## src/rtl/expr_pkg.sv

```systemverilog
// Shared constants and encodings for the streaming expression evaluator.
// Characters, FSM states and character classes live here.
package expr_pkg;

  localparam logic [7:0] CH_PLUS  = 8'h2B;
  localparam logic [7:0] CH_TIMES = 8'h2A;
  localparam logic [7:0] CH_EQ    = 8'h3D;
  localparam logic [7:0] CH_ZERO  = 8'h30;
  localparam logic [7:0] CH_NINE  = 8'h39;

  localparam logic [1:0] S_EXP_D = 2'd0;
  localparam logic [1:0] S_EXP_O = 2'd1;
  localparam logic [1:0] S_ERR   = 2'd2;
  localparam logic [1:0] S_DONE  = 2'd3;

  typedef enum logic [2:0] {
    C_DIGIT,
    C_PLUS,
    C_TIMES,
    C_EQ,
    C_OTHER
  } cls_e;

endpackage

```

## src/rtl/expr_eval_ctrl_if.sv

```systemverilog
// Character-in / result-out handshake bundle of the expression evaluator.
// The evaluator is the slave; the character source and consumer form the master.
interface expr_eval_ctrl_if #(
  parameter int W = 16
);

  logic         in_valid;
  logic [7:0]   in_char;
  logic         in_ready;
  logic         res_valid;
  logic         res_ready;
  logic [W-1:0] res;
  logic         err;
  logic         busy;

  modport master (
    output in_valid,
    output in_char,
    output res_ready,
    input  in_ready,
    input  res_valid,
    input  res,
    input  err,
    input  busy
  );

  modport slave (
    input  in_valid,
    input  in_char,
    input  res_ready,
    output in_ready,
    output res_valid,
    output res,
    output err,
    output busy
  );

endinterface

```

## src/rtl/expr_char_class.sv

```systemverilog
// Combinational ASCII classifier: maps a character to its class
// and, for digits, to the numeric value 0..9.
module expr_char_class
  import expr_pkg::*;
(
  input  logic [7:0] ch_i,
  output cls_e       cls_o,
  output logic [3:0] dig_o
);

  logic [7:0] off;

  assign off = ch_i - CH_ZERO;

  always_comb begin
    cls_o = C_OTHER;
    dig_o = 4'd0;
    unique case (1'b1)
      (ch_i >= CH_ZERO && ch_i <= CH_NINE): begin
        cls_o = C_DIGIT;
        dig_o = off[3:0];
      end
      (ch_i == CH_PLUS):  cls_o = C_PLUS;
      (ch_i == CH_TIMES): cls_o = C_TIMES;
      (ch_i == CH_EQ):    cls_o = C_EQ;
      default:            cls_o = C_OTHER;
    endcase
  end

endmodule

```

## src/rtl/expr_eval_ctrl.sv

```systemverilog
// Streaming evaluator for single-digit '+'/'*' expressions terminated by '='.
// S holds the sum of finished terms, P the product of the open term.
module expr_eval_ctrl
  import expr_pkg::*;
#(
  parameter int W = 16
) (
  input logic              clk,
  input logic              clr,
  expr_eval_ctrl_if.slave  bus
);

  logic [1:0]   state_q, state_d;
  logic [W-1:0] s_q, s_d;
  logic [W-1:0] p_q, p_d;
  logic [W-1:0] res_q, res_d;
  logic         vld_q, vld_d;
  logic         err_q, err_d;
  logic         busy_q, busy_d;

  cls_e         cls;
  logic [3:0]   dig;
  logic         acc;
  logic         hs;
  logic [W-1:0] sum;
  logic [W-1:0] prod;

  expr_char_class u_cls (
    .ch_i  (bus.in_char),
    .cls_o (cls),
    .dig_o (dig)
  );

  assign bus.in_ready  = (state_q != S_DONE);
  assign bus.res_valid = vld_q;
  assign bus.res       = res_q;
  assign bus.err       = err_q;
  assign bus.busy      = busy_q;

  assign acc  = bus.in_valid && bus.in_ready;
  assign hs   = vld_q && bus.res_ready;
  assign sum  = s_q + p_q;
  assign prod = p_q * W'(dig);

  always_comb begin
    state_d = state_q;
    s_d     = s_q;
    p_d     = p_q;
    res_d   = res_q;
    vld_d   = vld_q;
    err_d   = err_q;
    busy_d  = busy_q;
    if (acc) begin
      busy_d = 1'b1;
      unique case (state_q)
        S_EXP_D: begin
          if (cls == C_DIGIT) begin
            p_d     = prod;
            state_d = S_EXP_O;
          end else if (cls == C_EQ) begin
            res_d   = '0;
            err_d   = 1'b1;
            vld_d   = 1'b1;
            state_d = S_DONE;
          end else begin
            state_d = S_ERR;
          end
        end
        S_EXP_O: begin
          unique case (cls)
            C_PLUS: begin
              s_d     = sum;
              p_d     = W'(1);
              state_d = S_EXP_D;
            end
            C_TIMES: state_d = S_EXP_D;
            C_EQ: begin
              res_d   = sum;
              err_d   = 1'b0;
              vld_d   = 1'b1;
              state_d = S_DONE;
            end
            default: state_d = S_ERR;
          endcase
        end
        S_ERR: begin
          if (cls == C_EQ) begin
            res_d   = '0;
            err_d   = 1'b1;
            vld_d   = 1'b1;
            state_d = S_DONE;
          end
        end
        default: state_d = state_q;
      endcase
    end else if (state_q == S_DONE && hs) begin
      // result taken: start a fresh expression next cycle
      vld_d   = 1'b0;
      s_d     = '0;
      p_d     = W'(1);
      busy_d  = 1'b0;
      state_d = S_EXP_D;
    end
  end

  always_ff @(posedge clk or posedge clr) begin
    if (clr) begin
      state_q <= S_EXP_D;
      s_q     <= '0;
      p_q     <= W'(1);
      res_q   <= '0;
      vld_q   <= 1'b0;
      err_q   <= 1'b0;
      busy_q  <= 1'b0;
    end else begin
      state_q <= state_d;
      s_q     <= s_d;
      p_q     <= p_d;
      res_q   <= res_d;
      vld_q   <= vld_d;
      err_q   <= err_d;
      busy_q  <= busy_d;
    end
  end

endmodule

```

## src/flat_wrapper.sv

```systemverilog
// flat-port wrapper written by rule: the top's interface ports become plain ports
module expr_eval_ctrl_flat import expr_pkg::*;
#(
  parameter int W = 16
)
  (clk, clr, bus_in_valid, bus_in_char, bus_res_ready, bus_in_ready, bus_res_valid, bus_res, bus_err, bus_busy);
  expr_eval_ctrl_if #(.W(W)) bus_i ();
  input logic clk;
  input logic clr;
  input wire logic [$bits(bus_i.in_valid)-1:0] bus_in_valid;
  input wire logic [$bits(bus_i.in_char)-1:0] bus_in_char;
  input wire logic [$bits(bus_i.res_ready)-1:0] bus_res_ready;
  output wire logic [$bits(bus_i.in_ready)-1:0] bus_in_ready;
  output wire logic [$bits(bus_i.res_valid)-1:0] bus_res_valid;
  output wire logic [$bits(bus_i.res)-1:0] bus_res;
  output wire logic [$bits(bus_i.err)-1:0] bus_err;
  output wire logic [$bits(bus_i.busy)-1:0] bus_busy;
  assign bus_i.in_valid = bus_in_valid;
  assign bus_i.in_char = bus_in_char;
  assign bus_i.res_ready = bus_res_ready;
  assign bus_in_ready = bus_i.in_ready;
  assign bus_res_valid = bus_i.res_valid;
  assign bus_res = bus_i.res;
  assign bus_err = bus_i.err;
  assign bus_busy = bus_i.busy;
  expr_eval_ctrl #(.W(W)) u_core (.clk(clk), .clr(clr), .bus(bus_i));
endmodule
```

## config.mk

```make
export PLATFORM = sky130hd
export DESIGN_NAME = expr_eval_ctrl_flat
export DESIGN_NICKNAME = d
export VERILOG_FILES = /design/src/rtl/expr_pkg.sv /design/src/rtl/expr_eval_ctrl_if.sv /design/src/rtl/expr_char_class.sv /design/src/rtl/expr_eval_ctrl.sv /design/src/flat_wrapper.sv
export SDC_FILE = /design/constraint.sdc
export NUM_CORES = 1
export LEC_CHECK = 0
export ABC_AREA = 0
export CAP_MARGIN = 20
export CORE_UTILIZATION = 45
export CTS_BUF_LIST = sky130_fd_sc_hd__clkbuf_16
export CTS_CLUSTER_DIAMETER = 50
export DETAILED_ROUTE_END_ITERATION = 6
export SYNTH_ARGS = -nofsm -noshare
export SYNTH_HDL_FRONTEND = slang
export SYNTH_SLANG_ARGS = --single-unit
export TNS_END_PERCENT = 1
```

## constraint.sdc

```tcl
create_clock -name clk -period 11.06 [get_ports clk]
set_clock_uncertainty 0.15 [all_clocks]
set_input_delay 2.212 -clock clk [delete_from_list [all_inputs] [get_ports clk]]
set_output_delay 2.212 -clock clk [all_outputs]
set_load 0.005 [all_outputs]
```

**After elaboration in Yosys (flattened, before gate mapping)**

Cells that the tools add are included.

- Reduce and logical (&&, ||, !) cells: 15
- Magnitude comparators: 2
- Multiplexer cells: 32
- $mul: 1
- $add $sub $neg: 2
- Equal/unequal tests: 21

Operators with widths:

| operator | count |
|---|---|
| 2-to-1 mux 16 bit | 11 |
| case mux 16 bit (3 select lines) | 1 |
| case mux 16 bit (2 select lines) | 1 |
| == test 8 x 6 -> 1 bit, second input constant | 3 |
| != test 3 bit, second input constant | 6 |
| adder 16 bit | 1 |
| multiplier 16 x 4 -> 16 bit | 1 |
| case mux 3 bit (4 select lines) | 1 |
| 2-to-1 mux 1 bit | 9 |
| AND reduction 3 bit | 3 |
| greater-or-equal comparator 8 x 6 -> 1 bit, second input constant | 1 |
| <= comparator 8 x 6 -> 1 bit, second input constant | 1 |
| 2-to-1 mux 2 bit | 4 |
| != test 2 bit, second input constant | 4 |
| AND reduction 4 bit | 2 |
| == test 3 x 2 -> 1 bit, second input constant | 2 |
| case mux 2 bit (3 select lines) | 1 |
| == test 2 bit, second input constant | 2 |
| logical AND 1 bit | 4 |
| 2-to-1 mux 4 bit | 1 |
| != test 4 bit, second input constant | 1 |
| case mux 2 bit (2 select lines) | 1 |
| OR reduction 2 bit | 2 |
| subtractor 4 x 1 -> 4 bit, second input constant | 1 |
| 9 further kinds | 9 |

- Bits in registers: 53
- Word-level logic and storage cells: 80
- Output and inout bits: 20
- Input bits: 12

**Depth between registers and ports, before layout**

Gate-level depths: netlist (run 1).

- Depth after elaboration: 8
- Gate-level depth with buffers: 18

**Hierarchy**

A second synthesis (run 1) with hierarchy kept.

- Cell total of the unflattened synthesis: 515
- Area total of the unflattened synthesis: 4615.7 um2

By module, submodules not included:

| module | times used | cells an instance | area an instance (um2) |
|---|---|---|---|
| expr_eval_ctrl | 1 | 494 | 4464.3 |
| expr_char_class | 1 | 21 | 151.4 |

**Worst setup path after synthesis (run 1)**

OpenSTA, ideal clock, no wires.

- Kind: input port to flip-flop
- Start point: in bus_in_char[7]
- End point: reg u_core.p_q[12]
- Slack: 5086 ps
- Buffers on the path: 1
- Stages: 17
- Arrival: 5703 ps
- Required time: 10789 ps
- Cell sequence: nor2_1 -> and3_1 -> nand2_1 -> nor2_1 -> clkbuf_1 -> nand2_1 -> fa_1 -> fa_1 -> inv_1 -> fa_1 -> a21o_1 -> a21o_1 -> nand2_1 -> a21oi_1 -> a311oi_1 -> xnor2_1 -> a22o_1

- Word-level cells in the longest chain between the ends: 7
- Elaborated cells between the ends (all ways): 17
- Those cells by class: mul: 1; order compare: 2; eq/ne: 6; mux: 5; reduce/logical: 3

Ends and longest elaborated chain:

| element | RTL line | text |
|---|---|---|
| start: declaration | flat_wrapper.sv:11 | `input wire logic [$bits(bus_i.in_char)-1:0] bus_in_char;` |
| greater-or-equal comparator 8 x 6 -> 1 bit or <= comparator 8 x 6 -> 1 bit (tied branches) | expr_char_class.sv:19 | `(ch_i >= CH_ZERO && ch_i <= CH_NINE): begin` |
| logical AND 1 bit | expr_char_class.sv:19 |  |
| 2-to-1 mux 4 bit | expr_char_class.sv:18 | `unique case (1'b1)` |
| multiplier 16 x 4 -> 16 bit | expr_eval_ctrl.sv:43 | `assign prod = p_q * W'(dig);` |
| 2-to-1 mux 16 bit | expr_eval_ctrl.sv:57 | `if (cls == C_DIGIT) begin` |
| case mux 16 bit (2 select lines) | expr_eval_ctrl.sv:55 | `unique case (state_q)` |
| 2-to-1 mux 16 bit | expr_eval_ctrl.sv:53 | `if (acc) begin` |
| end signal: assignment | expr_eval_ctrl.sv:118 | `p_q <= p_d;` |
| end: declaration | expr_eval_ctrl.sv:15 | `logic [W-1:0] p_q, p_d;` |

Several ways; a longest one is shown, not always the timed one. The select of a mux whose other input is x is not followed.
A chain may end at the register's enable or synchronous reset.

**Worst setup path in the final report (run 1)**

- Start point: in bus_in_char[7]
- End point: reg u_core.p_q[15]

The elaborated chain is that of the path after synthesis.

==> impl_metrics.py, run 1 <==
metrics = {
    "finish": {
        "diodes": 0,
        "fin_util": 0.5331,
        "area_delta_synth_final_pct": 13.54,
        "layoutNonFillerInstCount": 624,
        "layout.nets": 567,
        "drive_above_1_share": 0.04646,
    },
    "route": {
        "wl_mm": 9.734,
        "via_per_inst": 5.455,
        "drt_iter0_drc": 122,
        "wire_per_inst_um": 15.60,
        "drc": 0,
        "ant_nets": 0,
        "drtPass1Iterations": 4,
        "dr_total_vias": 3404,
    },
    "floorplan": {
        "io_pins": 32,
        "die_area_um2": 10130,
        "core-area_um2": 9328,
        "rows": 35,
        "initial_core_util": 0.4695,
        "die_x_um": 100.7,
        "die_h_um": 100.7,
    },
    "clock_network": {
        "postCtsResizedCells": 0,
        "post_cts_buffers": 0,
        "ctsHoldBuffers": 0,
        "cts_tree": "built",
        "cts_root_buffer": "clkbuf_16",
        "clockBufferDepth": 2,
        "cts_max_level": 2,
        "cts.sinks": 53,
        "clk_pin_slew_worst_paths_ns": 0.07,
        "cts_buffers": 5,
        "insertion_delay_ns": 0.29,
    },
    "global_routing": {
        "antenna_found_initial": 0,
        "gr-total-overflow": 0,
        "grt_max_degree": 54,
        "grt_pass1_vias": 3409,
        "grt_first_pass_wirelength_mm": 16.54,
        "grt_use_total": 0.2087,
    },
    "placed_design": {
        "port_buffers": 31,
        "place_congestion": 0.7803,
        "post-place-cells": 616,
        "dp_hpwl_mm": 7.251,
    },
    "power_and_ir_drop": {
        "peakVddDrop_mv": 0.06593,
        "power.density_nw_per_um2": 88.77,
        "leakagePower_nw": 2.524,
        "totalPowerFinal_uw": 441.4,
    },
    "timing": {
        "slew_headroom": 0.2831,
        "worst_pin_slew_ns": 1.067,
        "max_clock_freq_mhz": 148.2,
        "fin_setup_tns_ns": 0,
        "fin_crit_ns": 6.747,
        "setup_viol": 0,
        "rsz0062_at_grt": "no",
        "fin_crit_sh": 0.6101,
        "hold_violations": 0,
        "whs_ns": 0.3162,
        "slew_violations": 0,
    },
    "setup_path": {
        "worstPathMaxFanout": 13,
        "required_ns": 11.12,
        "worst_setup_path_end_kind": "register",
        "cp-start-kind": "primary input",
        "cp_data_arrival_time_ns": 6.81,
        "path_class": "primary input to register",
        "reg2regPathDepth": 13,
    },
    "logic_synthesis": {
        "synth_edf_count": 0,
        "yosysWarnings": 0,
        "synth_ff_type": "dfrtp_1",
        "yosys.cell_types.count": 56,
        "yosysSeqAreaShare": 0.3031,
        "async_flop_share": 1.000,
        "ys_ff_latch": 53,
        "syn_area_per_cell_um2": 9.397,
        "syn_inst": 466,
        "syn_area_um2": 4379,
        "synth_nets": 539,
    },
    "run_status": {
        "status": "finished, final reports clean",
    },
    "worst_hold_path": {
        "hp-class": "register to register",
        "holdPathStages": 2,
    },
    "job": {
        "drv_cap": 0,
    },
}
## synth_stat cells, types with 10 or more instances
master   number  share of area
a21oi_1      21          0.024
a22o_1       35          0.070
ha_1         35           0.10
and2_1       38          0.054
dfrtp_1      52           0.30
nand3_1      10          0.011
o21ai_0      18          0.021
fa_1         26           0.12
xnor2_1      20          0.040
inv_1        52          0.045
nand2_1      52          0.045
## layout make-up
class	count	area (um2)
clock buffers	5	125.1
clock inverters	3	17.52
fillers	849	4355
inverters	52	195.2
multi-input cells	349	2820
flip-flops and latches	53	1328
well taps	129	161.4
repair buffers	33	325.3
## cells in the final DEF, fill, tap and decap left out, types with 2 or more instances in the layout
cell and n:
nor3_2 2, dfrtp_1 52, buf_4 2, ha_1 35, clkdlybuf4s50_1 31, o21ai_1 2, nor2b_1 4, nor4_2 2
a31oi_1 3, nor3_1 5, and2_1 38, mux2i_1 2, o21ai_0 18, and3_1 6, a21oi_1 21, fa_1 26
a22o_1 35, nand2_1 52, xor2_1 8, nor2_1 9, o21a_1 2, a211oi_1 2, xnor2_1 20, nand3_1 10
nand2b_1 3, nand4_1 2, a21o_1 9, a311oi_1 2, o21bai_1 5, o31ai_1 3, inv_1 52, clkbuf_16 5
## through the flow
stage	cell area, um2	setup WS, ns
finish	4972	4.313
detailed placement	4830	4.031
global route	4972	3.900
CTS	4972	4.335
floorplan	4379	5.086
global placement	4830	4.187
## where the power goes
part	switching, mW	total, mW	internal [mW]
clock network	0.0750	0.159	0.0839
logic	0.0492	0.0763	0.0271
registers	0.00556	0.206	0.201
## sequential cells by signal (all words and copies together), names as in the netlist
signal / flops
u_core.bus.res_valid: 1
u_core.s_q: 16
u_core.bus.busy: 1
u_core.bus.err: 1
u_core.bus.res: 16
u_core.state_q: 2
u_core.p_q: 16
## critical path: stages
cell             delay, ns
clkdlybuf4s50_1       0.40
nor2_1                0.13
and3_1                0.24
nand2_1               0.13
nor2_1                0.61
nand2_1               0.17
fa_1                  0.51
fa_1                  0.54
inv_1                 0.07
ha_1                  0.31
a211oi_1              0.24
o21bai_1              0.13
a21boi_0              0.44
o31ai_1               0.18
xnor2_1               0.23
a31oi_1               0.11
o22ai_1               0.17
## final timing paths
kind / start / to / slack, ns
max: bus_in_char[7] / u_core.p_q[15]$_DFFE_PP0P_ / 4.31
min: u_core.bus.res[0]$_DFFE_PP0P_ / u_core.bus.res[0]$_DFFE_PP0P_ / 0.32
max reg2reg: u_core.p_q[1]$_DFFE_PP0P_ / u_core.p_q[15]$_DFFE_PP0P_ / 7.24
min reg2reg: u_core.bus.res[0]$_DFFE_PP0P_ / u_core.bus.res[0]$_DFFE_PP0P_ / 0.32
max in group asynchronous: clr / u_core.p_q[2]$_DFFE_PP0P_ / 8.00
min in group asynchronous: clr / u_core.bus.res[0]$_DFFE_PP0P_ / 2.29
## cell families after synthesis
kind of cell | Yosys count | share of synthesized area
compound gates | 118 | 0.1946
xor+xnor | 28 | 0.05600
fa+ha+maj | 61 | 0.2189
buf+inv | 64 | 0.05571
flops | 53 | 0.3031
mux | 3 | 0.007143
simple gates | 139 | 0.1646
## metal layers
metal	share of wire	track usage	vias to the layer above	routed length, um
li1	-	-	1675	-
met1	0.49	0.2857	1672	4772
met2	0.48	0.3583	51	4663
met3	0.024	0.02635	6	237
met4	0.0063	0.03679	0	61
met5	0	0	-	0
Note: power is estimated with default switching activity, not from simulation.
==> run 2, diff against run 1 <==
Clock period 11.06 ns to 6.3 ns, I/O delays scaled along.
==> run 2 against run 1 <==
  * Design area rose by 0.33%
  * Die area stayed put
  * Global-route usage increased by 0.26 points
  * Largest power group unchanged
==> impl_metrics.py, run 2 (same netlist as run 1, synthesis figures left out) <==
metrics = {
    "finish": {
        "area_delta_synth_final_pct": 13.91,
        "layoutNonFillerInstCount": 625,
        "nFillCells": 866,
        "final_cell_mix": "52 x nand2_1, 52 x dfrtp_1, 51 x inv_1",
        "diodes": 0,
        "layout.nets": 568,
        "drive_above_1_share": 0.05040,
    },
    "setup_path": {
        "cp_data_arrival_time_ns": 5.71,
        "cp-start-kind": "primary input",
        "worst_setup_path_end_kind": "register",
        "required_ns": 6.37,
        "worstPathMaxFanout": 8,
        "path_class": "primary input to register",
    },
    "global_routing": {
        "top_usage_layer": "met2",
        "use_met1": 0.2922,
        "grt_use_total": 0.2113,
        "met3_usage": 0.02774,
        "gr-total-overflow": 0,
        "grt_max_degree": 54,
        "use_met2": 0.3546,
        "grt_first_pass_wirelength_mm": 16.62,
        "antenna_found_initial": 0,
        "grt_pass1_vias": 3403,
    },
    "placed_design": {
        "post-place-cells": 617,
        "port_buffers": 31,
        "place_congestion": 0.7862,
        "dpl_worst_slack_ns": 0.4091,
        "dp_hpwl_mm": 7.260,
    },
    "power_and_ir_drop": {
        "power.density_nw_per_um2": 158.7,
        "totalPowerFinal_uw": 791.5,
        "leakagePower_nw": 2.522,
        "peakVddDrop_mv": 0.1033,
    },
    "floorplan": {
        "die_x_um": 100.7,
        "rows": 35,
        "initial_core_util": 0.4695,
        "die_h_um": 100.7,
        "die_area_um2": 10130,
        "io_pins": 32,
        "core-area_um2": 9328,
    },
    "route": {
        "ant_nets": 0,
        "wire_per_inst_um": 15.46,
        "via_per_inst": 5.526,
        "wl_mm": 9.665,
        "drc": 0,
        "dr_total_vias": 3454,
        "drt_iter0_drc": 144,
        "drtPass1Iterations": 4,
    },
    "timing": {
        "timing.final.ws_setup_ns": 0.6677,
        "max_clock_freq_mhz": 177.5,
        "slew_headroom": 0.2666,
        "fin_setup_tns_ns": 0,
        "slew_violations": 0,
        "worst_pin_slew_ns": 1.091,
        "setup_viol": 0,
        "fin_crit_sh": 0.8940,
        "hold_violations": 0,
        "fin_crit_ns": 5.632,
        "rsz0062_at_grt": "no",
    },
    "clock_network": {
        "insertion_delay_ns": 0.30,
        "cts_buffers": 5,
        "cts_root_buffer": "clkbuf_16",
        "clk_pin_slew_worst_paths_ns": 0.08,
        "cts_max_level": 2,
        "cts.sinks": 53,
        "post_cts_buffers": 0,
        "ctsHoldBuffers": 0,
        "clockBufferDepth": 2,
        "cts_tree": "built",
        "postCtsResizedCells": 0,
    },
    "run_status": {
        "status": "finished, final reports clean",
    },
    "job": {
        "drv_cap": 0,
    },
    "worst_hold_path": {
        "hp-class": "register to register",
    },
}
-- run 2: final timing paths --
check	from	to	slack, ns	cells after the start
max	bus_in_char[7]	u_core.p_q[15]$_DFFE_PP0P_	0.67	17
min	u_core.bus.res[0]$_DFFE_PP0P_	u_core.bus.res[0]$_DFFE_PP0P_	0.32	2
max reg2reg	u_core.p_q[1]$_DFFE_PP0P_	u_core.p_q[15]$_DFFE_PP0P_	2.47	13
min reg2reg	u_core.bus.res[0]$_DFFE_PP0P_	u_core.bus.res[0]$_DFFE_PP0P_	0.32	2
max in group asynchronous	clr	u_core.bus.res[14]$_DFFE_PP0P_	4.19	3
min in group asynchronous	clr	u_core.bus.err$_DFFE_PP0P_	1.32	3
-- run 2: critical path, stage by stage --
cell	delay (ns)
clkdlybuf4s50_1	0.40
nor2_1	0.14
and3_1	0.25
nand2_1	0.13
nor2_1	0.45
nand2_1	0.15
fa_1	0.50
fa_1	0.55
inv_1	0.07
ha_1	0.30
a211oi_1	0.23
o21bai_1	0.13
a21boi_0	0.46
o31ai_1	0.19
xnor2_1	0.23
a31oi_1	0.11
o22ai_1	0.16
-- run 2: cell type report --
cell class / count / area, um2 / area share
sequential: 53 / 1328 / 0.2661
multi-input combinational: 349 / 2820 / 0.5653
clock buffer: 5 / 125.1 / 0.02508
timing repair buffer: 34 / 332.8 / 0.06672
clock inverter: 3 / 26.28 / 0.005267
tap: 129 / 161.4 / 0.03236
inverter: 52 / 195.2 / 0.03913
-- run 2: per-layer routing --
metal  vias up  routed length [um]
met5         -                   0
met4         0                  72
met3         8                 257
met2        53                4593
met1      1723                4742
li1       1670                   -
-- run 2: power breakdown --
group	switching [mW]	internal [mW]	total [mW]	leakage (nW)
sequential	0.00946	0.352	0.362	0.729
clock	0.143	0.151	0.294	0.0680
combinational	0.0882	0.0476	0.136	1.72
-- run 2: metrics by stage --
step | utilization | instance area, um2 | hold WS (ns)
after floorplan | - | 4379 | 0.3038
after global placement | 0.5186 | 4837 | 0.3023
after detailed placement | 0.5186 | 4837 | 0.3056
after CTS | 0.5348 | 4989 | 0.3229
after global routing | 0.5348 | 4989 | 0.3437
final | 0.5348 | 4989 | 0.3182
==> run 3, diff against run 2 <==
Settings changed: SKIP_LAST_GASP set to 1.
==> results of run 3 <==
The final DEF is identical to that of run 2; final timing and power are the same.
